### config.mk
export PLATFORM = sky130hd
export DESIGN_NAME = uart_byte_tx_flat
export DESIGN_NICKNAME = d
export VERILOG_FILES = /design/src/rtl/uart_byte_tx_if.sv /design/src/rtl/uart_byte_tx.sv /design/src/flat_wrapper.sv
export SDC_FILE = /design/constraint.sdc
export NUM_CORES = 1
export LEC_CHECK = 0
export ABC_AREA = 1
export CAP_MARGIN = 20
export CORE_MARGIN = 2
export CORE_UTILIZATION = 55
export DETAILED_ROUTE_END_ITERATION = 7
export PLACE_DENSITY_LB_ADDON = 0.1
export SYNTH_ARGS = -nofsm -noshare
export SYNTH_HDL_FRONTEND = slang
export SYNTH_SLANG_ARGS = --single-unit
### constraint.sdc
create_clock -name clk -period 5.6 [get_ports clk]
set_clock_uncertainty 0.15 [all_clocks]
set_input_delay 1.4 -clock clk [delete_from_list [all_inputs] [get_ports clk]]
set_output_delay 1.4 -clock clk [all_outputs]
set_load 0.005 [all_outputs]
### src/rtl/uart_byte_tx_if.sv
`default_nettype none
// +------------------------------------------------------------------+
// | Module   : uart_byte_tx_if                                       |
// | Brief    : Byte push handshake between upstream logic and the    |
// |            UART transmitter FIFO.                                |
// | Revision : 1.0                                                   |
// +------------------------------------------------------------------+
interface uart_byte_tx_if;
    logic       tx_valid;
    logic [7:0] tx_data;
    logic       tx_ready;
    logic       tx_overflow;

    modport master (
        output tx_valid,
        output tx_data,
        input  tx_ready,
        input  tx_overflow
    );

    modport slave (
        input  tx_valid,
        input  tx_data,
        output tx_ready,
        output tx_overflow
    );
endinterface
`default_nettype wire

### src/rtl/uart_byte_tx.sv
`default_nettype none
// +------------------------------------------------------------------+
// | Module   : uart_byte_tx                                          |
// | Brief    : 8N1 UART byte transmitter fed by a small circular     |
// |            FIFO; frames go out back-to-back with no idle gap.    |
// | Revision : 1.0                                                   |
// +------------------------------------------------------------------+
module uart_byte_tx #(
    parameter int CLK_FREQ   = 50_000_000,
    parameter int BAUD       = 9600,
    parameter int FIFO_DEPTH = 4
) (
    input  logic                          clk,
    input  logic                          rst,
    uart_byte_tx_if.slave                 tx_if,
    output logic                          txd,
    output logic                          busy,
    output logic [$clog2(FIFO_DEPTH):0]   fifo_count
);

    localparam int BAUD_CNT = CLK_FREQ / BAUD;
    localparam int PTR_W    = $clog2(FIFO_DEPTH);
    localparam int CNT_W    = (BAUD_CNT > 2) ? $clog2(BAUD_CNT) : 1;

    localparam logic [1:0] c_ST_IDLE  = 2'd0;
    localparam logic [1:0] c_ST_START = 2'd1;
    localparam logic [1:0] c_ST_DATA  = 2'd2;
    localparam logic [1:0] c_ST_STOP  = 2'd3;

    localparam logic [CNT_W-1:0] c_BIT_END  = CNT_W'(BAUD_CNT - 1);
    localparam logic [CNT_W-1:0] c_CNT_ONE  = CNT_W'(1);
    localparam logic [PTR_W-1:0] c_PTR_ONE  = PTR_W'(1);
    localparam logic [PTR_W:0]   c_CNT1     = (PTR_W + 1)'(1);
    localparam logic [PTR_W:0]   c_FULL     = (PTR_W + 1)'(FIFO_DEPTH);

    // FIFO storage and bookkeeping
    logic [7:0]       r_mem [FIFO_DEPTH];
    logic [PTR_W-1:0] r_wr_ptr;
    logic [PTR_W-1:0] r_rd_ptr;
    logic [PTR_W:0]   r_count;
    logic             r_ready;
    logic             r_overflow;

    // Serialiser state
    logic [1:0]       r_state;
    logic [CNT_W-1:0] r_baud_cnt;
    logic [2:0]       r_bit_idx;
    logic [7:0]       r_shift;
    logic             r_txd;

    logic             w_push;
    logic             w_pop;
    logic             w_fifo_empty;
    logic             w_bit_end;
    logic [PTR_W:0]   w_count_nxt;
    logic [2:0]       w_next_idx;

    assign w_push       = tx_if.tx_valid & r_ready;
    assign w_fifo_empty = (r_count == '0);
    assign w_bit_end    = (r_baud_cnt == c_BIT_END);
    assign w_next_idx   = r_bit_idx + 3'd1;

    // A pop happens either from IDLE or at the final cycle of a stop bit.
    assign w_pop = !w_fifo_empty &&
                   ((r_state == c_ST_IDLE) || ((r_state == c_ST_STOP) && w_bit_end));

    always_comb begin
        w_count_nxt = r_count;
        case ({w_push, w_pop})
            2'b10:   w_count_nxt = r_count + c_CNT1;
            2'b01:   w_count_nxt = r_count - c_CNT1;
            default: w_count_nxt = r_count;
        endcase
    end

    always_ff @(posedge clk) begin
        if (w_push) begin
            r_mem[r_wr_ptr] <= tx_if.tx_data;
        end
    end

    always_ff @(posedge clk) begin
        if (rst) begin
            r_wr_ptr   <= '0;
            r_rd_ptr   <= '0;
            r_count    <= '0;
            r_ready    <= 1'b1;
            r_overflow <= 1'b0;
        end else begin
            if (w_push) begin
                r_wr_ptr <= r_wr_ptr + c_PTR_ONE;
            end
            if (w_pop) begin
                r_rd_ptr <= r_rd_ptr + c_PTR_ONE;
            end
            r_count    <= w_count_nxt;
            // Ready tracks the post-edge occupancy so a full FIFO refuses
            // pushes even on an edge where a pop frees a slot.
            r_ready    <= (w_count_nxt != c_FULL);
            r_overflow <= tx_if.tx_valid & ~r_ready;
        end
    end

    always_ff @(posedge clk) begin
        if (rst) begin
            r_state    <= c_ST_IDLE;
            r_baud_cnt <= '0;
            r_bit_idx  <= '0;
            r_shift    <= '0;
            r_txd      <= 1'b1;
        end else begin
            case (r_state)
                c_ST_IDLE: begin
                    r_baud_cnt <= '0;
                    r_txd      <= 1'b1;
                    if (w_pop) begin
                        r_shift <= r_mem[r_rd_ptr];
                        r_state <= c_ST_START;
                        r_txd   <= 1'b0;
                    end
                end
                c_ST_START: begin
                    if (w_bit_end) begin
                        r_baud_cnt <= '0;
                        r_bit_idx  <= '0;
                        r_state    <= c_ST_DATA;
                        r_txd      <= r_shift[0];
                    end else begin
                        r_baud_cnt <= r_baud_cnt + c_CNT_ONE;
                    end
                end
                c_ST_DATA: begin
                    if (w_bit_end) begin
                        r_baud_cnt <= '0;
                        if (r_bit_idx == 3'd7) begin
                            r_state <= c_ST_STOP;
                            r_txd   <= 1'b1;
                        end else begin
                            r_bit_idx <= w_next_idx;
                            r_txd     <= r_shift[w_next_idx];
                        end
                    end else begin
                        r_baud_cnt <= r_baud_cnt + c_CNT_ONE;
                    end
                end
                c_ST_STOP: begin
                    if (w_bit_end) begin
                        r_baud_cnt <= '0;
                        if (w_pop) begin
                            r_shift <= r_mem[r_rd_ptr];
                            r_state <= c_ST_START;
                            r_txd   <= 1'b0;
                        end else begin
                            r_state <= c_ST_IDLE;
                            r_txd   <= 1'b1;
                        end
                    end else begin
                        r_baud_cnt <= r_baud_cnt + c_CNT_ONE;
                    end
                end
                default: begin
                    r_state    <= c_ST_IDLE;
                    r_baud_cnt <= '0;
                    r_txd      <= 1'b1;
                end
            endcase
        end
    end

    assign tx_if.tx_ready    = r_ready;
    assign tx_if.tx_overflow = r_overflow;
    assign txd               = r_txd;
    assign busy              = (r_state != c_ST_IDLE) || !w_fifo_empty;
    assign fifo_count        = r_count;

endmodule
`default_nettype wire

### src/flat_wrapper.sv
// flat-port wrapper written by rule: the top's interface ports become plain ports
module uart_byte_tx_flat 
#(
    parameter int CLK_FREQ   = 50_000_000,
    parameter int BAUD       = 9600,
    parameter int FIFO_DEPTH = 4
)
  (clk, rst, txd, busy, fifo_count, tx_if_tx_valid, tx_if_tx_data, tx_if_tx_ready, tx_if_tx_overflow);
  uart_byte_tx_if tx_if_i ();
  input  logic clk;
  input  logic rst;
  output logic txd;
  output logic busy;
  output logic [$clog2(FIFO_DEPTH):0] fifo_count;
  input wire logic [$bits(tx_if_i.tx_valid)-1:0] tx_if_tx_valid;
  input wire logic [$bits(tx_if_i.tx_data)-1:0] tx_if_tx_data;
  output wire logic [$bits(tx_if_i.tx_ready)-1:0] tx_if_tx_ready;
  output wire logic [$bits(tx_if_i.tx_overflow)-1:0] tx_if_tx_overflow;
  assign tx_if_i.tx_valid = tx_if_tx_valid;
  assign tx_if_i.tx_data = tx_if_tx_data;
  assign tx_if_tx_ready = tx_if_i.tx_ready;
  assign tx_if_tx_overflow = tx_if_i.tx_overflow;
  uart_byte_tx #(.CLK_FREQ(CLK_FREQ), .BAUD(BAUD), .FIFO_DEPTH(FIFO_DEPTH)) u_core (.clk(clk), .rst(rst), .tx_if(tx_if_i), .txd(txd), .busy(busy), .fifo_count(fifo_count));
endmodule
==> key figures, run 1 <==
CTS
  • Setup bufs post-CTS: 0
  • Root buf cell: clkbuf_8
  • TritonCTS clock tree: yes
  • H-tree depth: 3
  • CTS sink cnt: 70
  • Clk buf depth: 2
  • CTS Buf Count: 9
  • Hold Buf Count CTS: 0
  • Clk slew on worst S/H paths: 0.07 ns
  • Cts repair resizes: 0
  • Worst skew pair latency: 0.35 ns

Yosys
  • Post-synth EDFFs: 32
  • XOR/XNOR share of the synthesized area: 1.67%
  • Avg Cell Area, Syn: 9.22 um^2
  • Cells after synthesis: 341
  • Post-synthesis mux area share: 0.318%
  • Netlist cell types: 34
  • Top FF cell, synth: dfxtp_1
  • Post-synthesis sequential area ratio: 54.8%
  • Post-Synth Adder-Cell Area: 5.81%
  • Yosys warns: 0
  • Synthesized flop and latch total: 70
  • Synth Area in Compound Gates: 12.3%
  • Simple-Gate Fraction of Synth Area: 19.2%
  • Ys async rst share: 0%
  • Synth top area cells: edfxtp_1, dfxtp_1, nor2_1
  • Post-synth top area share: 30.6%
  • Area leader, netlist: edfxtp_1
  • Net Count, Synth: 366
  • Cell Area, Synth: 0.00314 mm^2
  • Largest family of logic cells by synthesized area: simple AND/OR/NAND/NOR gates

Layout
  • Finished Cell Area: 0.00360 mm^2
  • Most frequent cells in the layout: nor2_1, nand2_1, dfxtp_1, inv_1, o21ai_0
  • Inserted Diodes: 0
  • Final net count: 387
  • Most common cell after layout, fill and taps aside: nor2_1
  • Layout area overhead: 14.7%
  • Share of cells above drive strength 1: 8.72%

Drt
  • Vias/cell: 5.24
  • DR vias: 2299
  • Final wirelength: 5640 um
  • Final ANT Viol Nets: 0
  • Drt pass-1 iters: 4
  • Routed WL per cell: 12.8 um
  • # DRC: 0
  • Initial DRC Count: 114

Setup path
  • Critical path launch point type: primary input
  • WP data arrival: 3.34 ns
  • CP endpoint kind: register
  • Critical path class: in -> reg
  • CP Cell Sequence: clkdlybuf4s50_1 > nand2_1 > ha_1 > inv_1 > fa_1 > o21ai_0 > o21ai_0 > a21oi_1 > nand3_1
  • CP dominant cell by count: o21ai_0
  • Master of the slowest instance on the critical path: clkdlybuf4s50_1
  • Cell family with most CP delay: adder cells
  • WP buf/inv: 2
  • CP required: 5.68 ns
  • Slowest cell delay on critical path: 0.42 ns
  • Largest driver fanout on the critical path: 9

Power
  • Clk network pwr share: 28.2%
  • Seq pwr share: 40.0%
  • Gate power share: 31.8%
  • Lkg Pwr: 1.33 nW
  • Pwr Density: 475 mW/mm^2
  • NetSw: 582 uW
  • Pint: 1.13 mW
  • Max VDD drop: 234 uV
  • Net Sw Frac: 34.0%

STA
  • Final worst path period need: 3.26 ns
  • Pin slew with the least headroom to its limit: 0.792 ns
  • Final Slew Violations: 0
  • RSZ-0062 raised after global routing: false
  • Setup tns final: 0 ns
  • Fin crit share: 58.1%
  • Relative slew slack: 47.0%
  • Final setup fails: 0
  • Fmax: 307 MHz
  • Hold Violations, Final: 0

Floorplan
  • Ports: 18
  • Die Area: 0.00634 mm^2
  • Core ar.: 0.00551 mm^2
  • Chip height: 79.6 um
  • Row count: 27
  • Initial core utilization: 57.1%
  • DIE WIDTH: 79.6 um

Global routing
  • First-pass GRT wire length: 9900 um
  • Vias in the first global route: 2239
  • Total GRT Usage: 20.6%
  • Grt ovf: 0
  • Initial antenna violation count: 0
  • Largest net degree at the start of global routing: 18

Placed design
  • Post-detail-place hpwl: 3940 um
  • I/O Buffers: 17
  • Cell area after placement: 0.00337 mm^2
  • GP Congestion: 0.778

Hold path
  • Worst hold path class: reg -> reg

Outcome
  • Status: finished clean

Job
  • Max-Cap Viols: 0
==> cell families (layout without fill, tap and decap cells) <==
family,after synthesis,after routing
compound gates,72,72
fa+ha+maj,14,14
buf+inv,46,72
simple gates,132,132
xor+xnor,6,6
flops,70,70
mux,1,1
==> routing by layer <==
metal | vias to the layer above | global-route usage, % | wire length (um)
li1 | 1176 | - | -
met1 | 1067 | 26.1 | 2550
met2 | 44 | 33.4 | 2750
met3 | 12 | 3.85 | 234
met4 | 0 | 11.2 | 106
met5 | - | 0 | 0
==> Yosys cell counts (4+ instances only) <==
cell	number
a21oi_1	25
buf_2	4
dfxtp_1	38
edfxtp_1	32
ha_1	13
inv_1	36
nand2_1	45
nand2_4	4
nand3_1	13
nor2_1	55
nor3_1	4
o21ai_0	34
o21ai_1	6
xor2_1	5
==> layout make-up <==
cell class                 count  area [um^2]
clock buffer                   9          124
multi-input combinational    225         1230
sequential                    70         1720
tap                           72         90.1
fill                         461         1900
inverter                      39          151
clock inverter                 7          113
timing repair buffer          17          170
==> power groups by stage <==
stage	Clock (mW)	Sequential (mW)	Combinational (mW)
6_report	0.483	0.686	0.545
3_3_place_gp	0	0.696	0.531
5_1_grt	0.520	0.699	0.625
2_1_floorplan	0	0.672	0.427
3_5_place_dp	0	0.699	0.546
4_1_cts	0.492	0.687	0.550
==> flip-flops by register name, indices dropped and copies added, names as in the netlist, named ones only <==
register,cells
u_core.fifo_count,3
u_core.txd,1
u_core.r_baud_cnt,13
u_core.r_wr_ptr,2
u_core.r_mem,32
u_core.tx_if.tx_ready,1
u_core.r_state,2
u_core.r_bit_idx,3
u_core.r_rd_ptr,2
u_core.r_shift,8
u_core.tx_if.tx_overflow,1
==> worst paths after layout <==
check | from | endpoint | slack, ns | depth (start not counted)
min | u_core.tx_if.tx_ready$_SDFF_PP1_ | u_core.tx_if.tx_overflow$_SDFF_PP0_ | 0.29 | 1
max reg2reg | u_core.r_state[0]$_SDFFE_PP0P_ | u_core.tx_if.tx_ready$_SDFF_PP1_ | 2.84 | 12
min reg2reg | u_core.tx_if.tx_ready$_SDFF_PP1_ | u_core.tx_if.tx_overflow$_SDFF_PP0_ | 0.29 | 1
max | tx_if_tx_valid | u_core.tx_if.tx_ready$_SDFF_PP1_ | 2.34 | 9
==> through the flow <==
stage	cells	total power, mW	util (%)	hold WS (ns)	worst slack, ns
2_1_floorplan	341	1.10	-	0.267	2.70
3_3_place_gp	423	1.23	61.2	0.280	2.10
3_5_place_dp	423	1.24	61.2	0.278	1.99
4_1_cts	439	1.73	65.5	0.288	2.34
5_1_grt	439	1.84	65.5	0.303	2.10
6_report	439	1.71	65.5	0.289	2.34
Power figures use the tool's default switching activity.
==> inputs of run 2 (changes only) <==
==> constraint.sdc (replaced) <==
create_clock -name clk -period 3.2 [get_ports clk]
set_clock_uncertainty 0.15 [all_clocks]
set_input_delay 0.8 -clock clk [delete_from_list [all_inputs] [get_ports clk]]
set_output_delay 0.8 -clock clk [all_outputs]
set_load 0.005 [all_outputs]
==> run 2 against run 1 <==
Total power grew 63%. Via count shrank 2.3%. Critical path depth is 5 higher. Sequential power up 75%. Die area unchanged. Routed wire length fell by 1.2%. Largest cell class unchanged. First-iteration DRC count is 4.4% lower. Highest routed layer unchanged. Worst setup slack lost 1.8 ns. Sequential share of layout area grew 0.32 points.
==> key figures, run 2 (synthesis gave the netlist of run 1 again) <==
Outcome
  • Status: finished clean

Setup path
  • Critical path launch point type: register
  • Cell count of the worst reg-to-reg path: 14
  • Critical path class: reg -> reg
  • FF-to-FF Start: u_core.r_baud_cnt[0]$_SDFF_PP0_
  • Reg-to-reg setup timing slack: 0.51 ns
  • CP Capture Point: u_core.tx_if.tx_ready$_SDFF_PP1_
  • Largest driver fanout on the critical path: 7
  • R2R Path End: u_core.tx_if.tx_ready$_SDFF_PP1_
  • CP Cell Sequence: ha_1 > nand2_1 > nor2_1 > nand3_4 > nand2_4 > nand2_4 > clkinv_4 > ha_1 > inv_1 > fa_1 > o21ai_0 > o21ai_0 > a21oi_1 > nand3_1
  • Master of the slowest instance on the critical path: fa_1
  • Slowest cell delay on critical path: 0.38 ns
  • CP endpoint kind: register
  • Worst Setup SP: u_core.r_baud_cnt[0]$_SDFF_PP0_
  • CP required: 3.27 ns
  • WP data arrival: 2.76 ns

Global routing
  • Global routing usage on met3: 5.43%
  • First-pass GRT wire length: 9490 um
  • Initial antenna violation count: 0
  • Largest net degree at the start of global routing: 18
  • GR Util met1: 24.9%
  • Grt ovf: 0
  • Global Route met2 Usage: 32.0%
  • Total GRT Usage: 19.7%
  • Vias in the first global route: 2123
  • Most Used Layer, Global Route: met2

Floorplan
  • DIE WIDTH: 79.6 um
  • Ports: 18
  • Die Area: 0.00634 mm^2
  • Core ar.: 0.00551 mm^2
  • Row count: 27
  • Chip height: 79.6 um
  • Initial core utilization: 57.1%

Placed design
  • Post-detail-place hpwl: 3830 um
  • GP Congestion: 0.814
  • I/O Buffers: 17
  • Pre-CTS setup slack: 0.427 ns

STA
  • Final setup fails: 0
  • Relative slew slack: 59.1%
  • RSZ-0062 raised after global routing: false
  • Setup tns final: 0 ns
  • Worst Setup Slack, final: 0.514 ns
  • Pin slew with the least headroom to its limit: 0.612 ns
  • Fmax: 372 MHz
  • Fin crit share: 83.9%
  • Final Slew Violations: 0
  • Final worst path period need: 2.69 ns
  • Hold Violations, Final: 0

Layout
  • Inserted Diodes: 0
  • Most frequent cells in the layout: nor2_1, nand2_1, dfxtp_1, inv_1, o21ai_0
  • Largest regs: u_core.r_mem: 32 flops, u_core.r_baud_cnt: 13 flops, u_core.r_shift: 8 flops
  • Top reg by flops: u_core.r_mem
  • Fill cell count: 470
  • Most common cell after layout, fill and taps aside: nor2_1
  • Max reg flops: 32
  • Share of cells above drive strength 1: 9.95%
  • Layout area overhead: 13.9%
  • Final net count: 392

Drt
  • Drt pass-1 iters: 4
  • DR vias: 2245
  • # DRC: 0
  • Initial DRC Count: 109
  • Final wirelength: 5570 um
  • Final ANT Viol Nets: 0
  • Routed WL per cell: 12.6 um
  • Vias/cell: 5.06

CTS
  • TritonCTS clock tree: yes
  • CTS Buf Count: 9
  • Setup bufs post-CTS: 0
  • H-tree depth: 3
  • Root buf cell: clkbuf_8
  • CTS sink cnt: 70
  • Worst skew pair latency: 0.34 ns
  • Hold Buf Count CTS: 0
  • Clk slew on worst S/H paths: 0.07 ns
  • Cts repair resizes: 0
  • Clk buf depth: 2

Hold path
  • Hold Crit Start: u_core.tx_if.tx_ready$_SDFF_PP1_
  • Worst hold path class: reg -> reg

Power
  • Pwr Density: 782 mW/mm^2
  • Max VDD drop: 386 uV
  • Lkg Pwr: 1.32 nW

Job
  • Max-Cap Viols: 0
[run 2: worst min-delay path by stage]
stage	depth (start not counted)	to	slack, ns
2_1_floorplan	1	u_core.r_baud_cnt[0]$_SDFF_PP0_	0.27
3_3_place_gp	1	u_core.tx_if.tx_overflow$_SDFF_PP0_	0.28
3_5_place_dp	1	u_core.tx_if.tx_overflow$_SDFF_PP0_	0.28
4_1_cts	1	u_core.tx_if.tx_overflow$_SDFF_PP0_	0.29
5_1_grt	1	u_core.tx_if.tx_overflow$_SDFF_PP0_	0.32
6_report	1	u_core.tx_if.tx_overflow$_SDFF_PP0_	0.29
[run 2: final cells by class]
type                       count  area (um^2)  share of cell area, %
clock inverter                 7         51.3                   1.43
clock buffer                   9          124                   3.46
sequential                    70         1720                   48.1
timing repair buffer          22          208                   5.80
inverter                      39          151                   4.23
multi-input combinational    225         1230                   34.5
tap                           72         90.1                   2.52
[run 2: critical path, delay by kind of cell (launching register included)]
family	cells	cell delay (ns)
adder cells (fa/ha/maj)	3	0.72
AND/OR/NAND/NOR	6	0.70
AO/OA/AOI/OAI	3	0.49
flip-flops	1	0.37
buffers and inverters	2	0.14
[run 2: through the flow]
stage               utilization (%)  cells  hold WS [ns]  power (mW)  area (um^2)
detailed placement             61.8    428         0.283        2.19         3410
global placement               61.8    428         0.276        2.17         3410
floorplan                         -    341         0.267        1.92         3140
global route                   65.0    444         0.318        3.01         3580
CTS                            65.0    444         0.292        2.82         3580
finish                         65.0    444         0.287        2.80         3580
[run 2: per-layer routing]
layer	part of all wire, %	up-vias
li1	-	1188
met1	48	1016
met2	47	34
met3	3.2	7
met4	1.5	0
met5	0	-
[run 2: power by group]
group / internal (mW) / switching, mW
clock network: 0.282 / 0.337
registers: 1.09 / 0.116
logic: 0.392 / 0.587
total: 1.76 / 1.04
==> inputs of run 3 (changes only) <==
==> constraint.sdc (replaced) <==
create_clock -name clk -period 2.5 [get_ports clk]
set_clock_uncertainty 0.15 [all_clocks]
set_input_delay 0.625 -clock clk [delete_from_list [all_inputs] [get_ports clk]]
set_output_delay 0.625 -clock clk [all_outputs]
set_load 0.005 [all_outputs]
==> run 3 against run 2 <==
Register-to-register slack lost 0.33 ns. Combinational power grew 38%. Critical path type is now reg -> out. Global-route usage grew 0.78 points.
==> key figures, run 3 (synthesis gave the netlist of run 1 again) <==
Outcome
  • Status: finished clean

Setup path
  • Reg-to-reg setup timing slack: 0.18 ns
  • Largest driver fanout on the critical path: 5
  • CP Cell Sequence: inv_1 > ha_1 > nand2_1 > clkdlybuf4s50_1
  • Master of the slowest instance on the critical path: clkdlybuf4s50_1
  • CP endpoint kind: output port
  • Cell count of the worst reg-to-reg path: 13
  • Critical path launch point type: register
  • Slowest cell delay on critical path: 0.50 ns
  • Critical path class: reg -> out
  • CP required: 1.73 ns
  • WP buf/inv: 2
  • WP data arrival: 1.64 ns
  • R2R Path End: u_core.tx_if.tx_ready$_SDFF_PP1_
  • Cell family with most CP delay: buffers and inverters
  • WP depth: 4
  • FF-to-FF Start: u_core.r_baud_cnt[0]$_SDFF_PP0_

Layout
  • Most frequent cells in the layout: nor2_1, nand2_1, inv_1, dfxtp_1
  • Final net count: 400
  • Max reg flops: 32
  • Finished Core Util: 66.9%
  • Non-filler cells, final: 452
  • Share of cells above drive strength 1: 14.5%
  • Largest regs: u_core.r_mem: 32 flops, u_core.r_baud_cnt: 13 flops, u_core.r_shift: 8 flops
  • Finished Cell Area: 0.00368 mm^2
  • Layout area overhead: 17.2%
  • Inserted Diodes: 0
  • Most common cell after layout, fill and taps aside: nor2_1
  • Top reg by flops: u_core.r_mem

Global routing
  • Grt ovf: 0
  • Total GRT Usage: 20.5%
  • First-pass GRT wire length: 9830 um
  • Largest net degree at the start of global routing: 18
  • Initial antenna violation count: 0
  • Vias in the first global route: 2220

Hold path
  • Worst hold path class: reg -> reg
  • Hold Crit Start: u_core.r_baud_cnt[0]$_SDFF_PP0_
  • Hold depth: 1
  • WHS Endpoint: u_core.r_baud_cnt[0]$_SDFF_PP0_

Power
  • Max VDD drop: 640 uV
  • Lkg Pwr: 1.36 nW
  • Pwr Density: 1020 mW/mm^2
  • Total power: 3.77 mW

STA
  • Fin crit share: 96.6%
  • Final setup fails: 0
  • Relative slew slack: 65.6%
  • Fmax: 414 MHz
  • Hold Violations, Final: 0
  • Pin slew with the least headroom to its limit: 0.515 ns
  • Final Slew Violations: 0
  • Final worst path period need: 2.42 ns
  • Worst Hold Slack: 0.284 ns

Job
  • Max-Cap Viols: 0

CTS
  • CTS sink cnt: 70
  • TritonCTS clock tree: yes
  • Setup bufs post-CTS: 0
  • Clk slew on worst S/H paths: 0.07 ns
  • Worst skew pair latency: 0.34 ns
  • CTS Buf Count: 9
  • Clk buf depth: 2
  • Hold Buf Count CTS: 0
  • Root buf cell: clkbuf_8
  • H-tree depth: 3

Drt
  • Final ANT Viol Nets: 0
  • Drt pass-1 iters: 4
  • Vias/cell: 5.12
  • # DRC: 0
  • Routed WL per cell: 12.6 um
  • Initial DRC Count: 71
  • Final wirelength: 5670 um
  • DR vias: 2314

Placed design
  • Cell area after placement: 0.00347 mm^2
  • I/O Buffers: 17
  • Post-detail-place hpwl: 3860 um
  • GP Congestion: 0.829
  • DP Cell Count: 436

Floorplan
  • Die Area: 0.00634 mm^2
  • Initial core utilization: 57.1%
  • Ports: 18
  • Chip height: 79.6 um
  • Row count: 27
  • Core ar.: 0.00551 mm^2
  • DIE WIDTH: 79.6 um
run 3: cell types whose count changed in the layout (fill, tap and decap cells not counted), sizes merged:
| cell | change |
|---|---|
| buf | +8 |
| clkinv | -4 |
| clkinvlp | +2 |
| bufinv | +1 |
| inv | +1 |
run 3: through the flow:
step           setup TNS (ns)  setup WS (ns)
2_1_floorplan               0         0.0886
3_3_place_gp          -0.0127        -0.0127
3_5_place_dp          -0.0856        -0.0799
4_1_cts                     0         0.0161
5_1_grt              -0.00715       -0.00715
6_report                    0         0.0844
run 3: how the worst max path moves through the flow:
stage | start | to
2_1_floorplan | u_core.r_baud_cnt[0]$_SDFF_PP0_ | u_core.tx_if.tx_ready$_SDFF_PP1_
6_report | u_core.r_state[0]$_SDFFE_PP0P_ | busy
3_5_place_dp | tx_if_tx_valid | u_core.tx_if.tx_ready$_SDFF_PP1_
4_1_cts | u_core.r_state[0]$_SDFFE_PP0P_ | busy
3_3_place_gp | tx_if_tx_valid | u_core.tx_if.tx_ready$_SDFF_PP1_
5_1_grt | u_core.r_baud_cnt[1]$_SDFF_PP0_ | u_core.tx_if.tx_ready$_SDFF_PP1_
run 3: power by group:
group / internal [mW] / leakage, nW / switching (mW)
clock network: 0.461 / 0.0918 / 0.438
logic: 0.560 / 0.663 / 0.794
registers: 1.39 / 0.605 / 0.119
run 3: timing repair:
item                                    4_1_cts  5_1_grt
gates resized for setup                       1       10
endpoints found under the setup margin        1        3
endpoints found under the hold margin         0        0
run 3: cell type report:
class,count,area [um^2]
clock buffers,9,124
clock inverters,7,72.6
fillers,437,1820
inverters,39,151
multi-input cells,225,1250
flip-flops and latches,70,1730
well taps,72,90.1
repair buffers,30,268
run 3: metal layers:
metal | vias up | track usage, % | share of wire, % | wire (um)
met1 | 1066 | 26.1 | 47 | 2680
met2 | 38 | 32.6 | 47 | 2660
li1 | 1202 | - | - | -
met5 | - | 0 | 0 | 0
met3 | 8 | 4.52 | 4.1 | 230
met4 | 0 | 11.0 | 1.9 | 108
